$ cat src/rtl/demux_1x2_buffered_pkg.sv
// Shared constants and helpers for the 1-to-2 buffered demux and its lane FIFOs.
package demux_1x2_buffered_pkg;

    localparam int DATA_W_DEF = 32;
    localparam int DEPTH_DEF  = 4;

    localparam logic LANE_A = 1'b0;
    localparam logic LANE_B = 1'b1;

    typedef enum logic [1:0] {
        LANE_EMPTY,
        LANE_PARTIAL,
        LANE_FULL
    } lane_state_e;

    // Occupancy must represent 0..DEPTH inclusive, hence one bit above the pointer width.
    function automatic int cnt_w_f(input int depth);
        return $clog2(depth) + 1;
    endfunction

endpackage

$ cat src/rtl/demux_1x2_buffered_sync_fifo.sv
// Registered per-lane FIFO; head word always comes from storage, never bypassed from the write port.
//   state        | meaning
//   LANE_EMPTY   | count == 0, head invalid
//   LANE_PARTIAL | 0 < count < DEPTH
//   LANE_FULL    | count == DEPTH, pushes refused
module sync_fifo
    import demux_1x2_buffered_pkg::*;
#(
    parameter int DATA_W = DATA_W_DEF,
    parameter int DEPTH  = DEPTH_DEF,
    parameter int CNT_W  = cnt_w_f(DEPTH)
) (
    input  logic              clk,
    input  logic              rst_n,
    input  logic              push,
    input  logic [DATA_W-1:0] push_data,
    input  logic              pop,
    output logic [DATA_W-1:0] pop_data,
    output logic              full,
    output logic              empty,
    output logic [CNT_W-1:0]  count
);

    localparam int PTR_W = $clog2(DEPTH);

    logic [DATA_W-1:0] mem_q [DEPTH];
    logic [DATA_W-1:0] mem_d [DEPTH];
    logic [PTR_W-1:0]  wr_ptr_q, wr_ptr_d;
    logic [PTR_W-1:0]  rd_ptr_q, rd_ptr_d;
    logic [CNT_W-1:0]  count_q, count_d;
    lane_state_e       state;
    logic              do_push, do_pop;

    always_comb begin
        state = LANE_PARTIAL;
        if (count_q == '0) begin
            state = LANE_EMPTY;
        end else if (count_q == CNT_W'(DEPTH)) begin
            state = LANE_FULL;
        end
    end

    assign full     = (state == LANE_FULL);
    assign empty    = (state == LANE_EMPTY);
    assign do_push  = push & ~full;
    assign do_pop   = pop & ~empty;
    assign pop_data = mem_q[rd_ptr_q];
    assign count    = count_q;

    // Power-of-two depth lets the pointers wrap naturally.
    always_comb begin
        mem_d    = mem_q;
        wr_ptr_d = wr_ptr_q;
        rd_ptr_d = rd_ptr_q;
        count_d  = count_q;
        if (do_push) begin
            mem_d[wr_ptr_q] = push_data;
            wr_ptr_d        = wr_ptr_q + PTR_W'(1);
        end
        if (do_pop) begin
            rd_ptr_d = rd_ptr_q + PTR_W'(1);
        end
        if (do_push && !do_pop) begin
            count_d = count_q + CNT_W'(1);
        end else if (do_pop && !do_push) begin
            count_d = count_q - CNT_W'(1);
        end
    end

    always_ff @(posedge clk or negedge rst_n) begin
        if (!rst_n) begin
            for (int i = 0; i < DEPTH; i++) begin
                mem_q[i] <= '0;
            end
            wr_ptr_q <= '0;
            rd_ptr_q <= '0;
            count_q  <= '0;
        end else begin
            mem_q    <= mem_d;
            wr_ptr_q <= wr_ptr_d;
            rd_ptr_q <= rd_ptr_d;
            count_q  <= count_d;
        end
    end

endmodule

$ cat src/rtl/demux_1x2_buffered.sv
// Steers one producer stream into lane A (sel=0) or lane B (sel=1), each behind its own FIFO.
module demux_1x2_buffered
    import demux_1x2_buffered_pkg::*;
#(
    parameter int DATA_W = DATA_W_DEF,
    parameter int DEPTH  = DEPTH_DEF,
    parameter int CNT_W  = cnt_w_f(DEPTH)
) (
    input  logic              clk,
    input  logic              rst_n,
    input  logic              in_valid,
    output logic              in_ready,
    input  logic              in_sel,
    input  logic [DATA_W-1:0] in_data,
    output logic              a_valid,
    input  logic              a_ready,
    output logic [DATA_W-1:0] a_data,
    output logic              b_valid,
    input  logic              b_ready,
    output logic [DATA_W-1:0] b_data,
    output logic [CNT_W-1:0]  a_count,
    output logic [CNT_W-1:0]  b_count
);

    logic a_full, b_full;
    logic a_empty, b_empty;
    logic a_push, b_push;
    logic sel_full;

    // Ready depends only on the selected lane's registered fullness; rst_n holds it low in reset.
    always_comb begin
        sel_full = (in_sel == LANE_B) ? b_full : a_full;
        in_ready = rst_n & ~sel_full;
        a_push   = in_valid & in_ready & (in_sel == LANE_A);
        b_push   = in_valid & in_ready & (in_sel == LANE_B);
    end

    assign a_valid = ~a_empty;
    assign b_valid = ~b_empty;

    sync_fifo #(
        .DATA_W (DATA_W),
        .DEPTH  (DEPTH),
        .CNT_W  (CNT_W)
    ) u_fifo_a (
        .clk       (clk),
        .rst_n     (rst_n),
        .push      (a_push),
        .push_data (in_data),
        .pop       (a_ready),
        .pop_data  (a_data),
        .full      (a_full),
        .empty     (a_empty),
        .count     (a_count)
    );

    sync_fifo #(
        .DATA_W (DATA_W),
        .DEPTH  (DEPTH),
        .CNT_W  (CNT_W)
    ) u_fifo_b (
        .clk       (clk),
        .rst_n     (rst_n),
        .push      (b_push),
        .push_data (in_data),
        .pop       (b_ready),
        .pop_data  (b_data),
        .full      (b_full),
        .empty     (b_empty),
        .count     (b_count)
    );

endmodule

$ cat config.mk
export PLATFORM = sky130hd
export DESIGN_NAME = demux_1x2_buffered
export DESIGN_NICKNAME = d
export VERILOG_FILES = /design/src/rtl/demux_1x2_buffered_pkg.sv /design/src/rtl/demux_1x2_buffered_sync_fifo.sv /design/src/rtl/demux_1x2_buffered.sv
export SDC_FILE = /design/constraint.sdc
export NUM_CORES = 1
export LEC_CHECK = 0
export ABC_AREA = 1
export CAP_MARGIN = 20
export CORE_MARGIN = 2
export CORE_UTILIZATION = 45
export CTS_CLUSTER_SIZE = 20
export DETAILED_ROUTE_END_ITERATION = 8
export GPL_TIMING_DRIVEN = 1
export PLACE_DENSITY_LB_ADDON = 0.08
export SYNTH_ARGS = -nofsm -noshare
export SYNTH_HDL_FRONTEND = slang
export SYNTH_SLANG_ARGS = --single-unit
$ cat constraint.sdc
create_clock -name clk -period 2.7 [get_ports clk]
set_input_delay 0.81 -clock clk [delete_from_list [all_inputs] [get_ports clk]]
set_output_delay 0.81 -clock clk [all_outputs]
set_load 0.01 [all_outputs]
==> flow_summary.toml <==
[cells_and_area]
final_core_util_pct = 56.6
fin_cells = 2072
drive_gt1_share_pct = 15.1
area_delta_synth_final_pct = 23.0
layout.nets = 1718

[logic_synthesis]
async_reset_ff_share_pct = 100
yosysMostFrequentCell = "nand2_1"
ys_ff_latch = 270
synth-edff-count = 0
yosys.area.top_type_share_pct = 52.4
synthCells = 1609
synth_top_area_cell = "dfrtp_1"
syn_area_um2 = 12900
synthFlopType = "dfrtp_1"
yosysUniqueCellTypes = 22
yosysSeqAreaShare_pct = 52.4
synth_common_cells = "nand2_1, dfrtp_1, o21ai_0, nor2_1, nand4_1"
synth_fp_nets = 1659
yosysWarnings = 0
postSynthAreaPerCell_um2 = 8.01
yosys-top-cells-area = "dfrtp_1, nand2_1, o21ai_0"

[sta]
setup_ws_ns = -0.0187
slew_viol_final = 0
tns_ns = -0.0187
period_share_pct = 101
clock.fmax_mhz = 368
hold_viol_final = 0
finClkSkew_ns = 0.0171
rsz0062_at_grt = "yes"
worst_pin_slew_ns = 0.854
setup_violations = 1
relSlewSlack_pct = 43.1
timing.hold.ws_ns = 0.0508
min_period_ns = 2.72

[hold_path]
hold_class = "input port to async pin"

[clock_tree]
numClockSinks = 270
htree_levels = 1
numCtsBuffers = 30
clkTransAtPathRegs_ns = 0.06
clk_path_buf_depth = 3
cts_tree = "yes"
holdBufCountCts = 0
ctsRootBufferMaster = "clkbuf_16"
worstSkewPairLatency_ns = 0.56

[die]
dieArea_um2 = 30000
coreArea_um2 = 28000
rows = 61
die_y_um = 173
num_io_pins = 111
die_w_um = 173
start_util_pct = 46.0

[critical_path]
critPathRequiredTime_ns = 1.89
timing.rr.start = "u_fifo_a.count[1]"
crit_path_start_kind = "flip-flop"
crit_chain = "buf_12 > clkinv_8 > buf_16 > nor2_1 > o22ai_1 > buf_2"
worstSetupEndpointType = "primary output"
r2r_cells = 11
critPathTopFamily = "buffers and inverters"
critPathBufInv = 4
worst-setup-path-type = "flip-flop to primary output"
cp-startpoint = "u_fifo_b.rd_ptr_q[0]"
cp_data_arrival_time_ns = 1.91
max_stage_delay_ns = 0.42
rr_endpoint = "u_fifo_a.count[1]"
critPathMaxFanout = 28
worst-r2r-setup-slack_ns = 0.47
crit_path_top_delay_cell = "dfrtp_2"

[drt]
viasPerCell = 5.66
first_pass_iters = 6
route.detailed.drc = 0
postRouteAntennaNets = 0
finalWirelength_um = 41300
first_iter_violations = 1155
wl_per_cell_um = 19.9
vias = 11728

[global_route]
overflow = 0
grt_max_degree = 128
met1_usage_pct = 40.4
first_global_vias = 11396
antenna_found_initial = 6
use_met2_pct = 41.9
busiest_layer = "met2"
track_usage_pct = 27.5
grt_pass1_wl_um = 66000
use_met3_pct = 5.31

[place]
placedCellCount = 2001
port_buffers = 110
hpwl_um = 23700
gp_congestion = 0.769

[power]
leakagePower_nw = 7.74
irDropWorstVdd_mv = 0.780
powerDensity_nw_per_um2 = 1330

[job]
maxCapViolCount = 0

[run_status]
status = "finished with violations"
violations = "negative setup slack"
-- where the power goes --
part	internal [mW]	switching (mW)	leakage, nW	total [mW]
logic	3.95	5.81	3.79	9.77
clock network	2.52	1.69	0.511	4.21
registers	5.97	1.07	3.43	7.04
total	12.4	8.57	7.74	21.0
-- cell usage in the layout (no fill, tap or decap), types with 4 or more instances in the layout --
cell / instances
nand2_1: 528
dfrtp_1: 267
o21ai_0: 197
nand4_1: 132
nor2_1: 126
buf_4: 51
o21ai_1: 47
clkdlybuf4s50_1: 43
o22ai_1: 42
buf_2: 36
clkbuf_16: 31
o22ai_2: 21
buf_12: 19
clkbuf_2: 16
inv_1: 15
nor2_2: 12
o21ai_2: 11
ha_1: 10
clkinv_2: 9
clkbuf_8: 9
buf_16: 7
dlygate4sd2_1: 6
xor2_1: 5
buf_8: 5
buf_6: 5
diode_2: 4
nor2_4: 4
clkbuf_1: 4
-- logic make-up after synthesis --
kind of cell | share of synthesized area [%]
and+or+nand+nor | 26.2
muxes | 0.175
buffers and inverters | 6.19
adders and majority gates | 1.28
DFF | 52.4
xor gates and xnor gates | 0.476
AOI/OAI and AO/OA | 13.2
-- sequential cells by signal, indices dropped and copies added (netlist names) --
register and flops:
u_fifo_b.mem_q 128, u_fifo_b.rd_ptr_q 2, u_fifo_a.rd_ptr_q 2, u_fifo_a.mem_q 128
u_fifo_a.wr_ptr_q 2, u_fifo_b.count 3, u_fifo_b.wr_ptr_q 2, u_fifo_a.count 3
-- metal layers --
metal / vias to the layer above / part of all wire, %
li1: 5496 / -
met1: 5754 / 46
met2: 408 / 44
met3: 66 / 7.0
met4: 4 / 2.7
met5: - / 0.068
-- worst max-delay path by stage --
stage          slack, ns  cells past startpoint           endpoint
2_1_floorplan       0.25                     11  u_fifo_a.count[1]
3_3_place_gp       -0.53                      6           in_ready
3_5_place_dp       -0.54                      6           in_ready
4_1_cts            -0.14                      6          a_data[2]
5_1_grt            -0.05                      6          b_data[4]
6_report           -0.02                      6          b_data[4]
-- stage by stage --
stage | power (mW) | area (um2) | worst slack, ns
finish | 21.0 | 15900 | -0.0187
floorplan | 11.8 | 12900 | 0.248
global route | 22.4 | 15800 | -0.0497
CTS | 21.0 | 15800 | -0.144
detailed placement | 16.3 | 14500 | -0.541
global placement | 16.1 | 14500 | -0.527
-- cell type report --
type / count / area (um2)
Antenna cell: 4 / 10.0
Clock buffer: 44 / 915
Clock inverter: 10 / 100
Fill cell: 2590 / 12200
Inverter: 21 / 97.6
Multi-Input combinational cell: 1152 / 5610
Sequential cell: 270 / 6760
Tap cell: 378 / 473
Timing Repair Buffer: 193 / 1880
-- what timing repair did --
action                                 CTS  global route
gates resized for setup                284            84
gates cloned                             8             0
setup buffers                            7             3
setup endpoints to repair               66            57
endpoints found under the hold margin    0             0
pin swaps                               19            15
No activity file was read; power rests on OpenSTA's default activity.
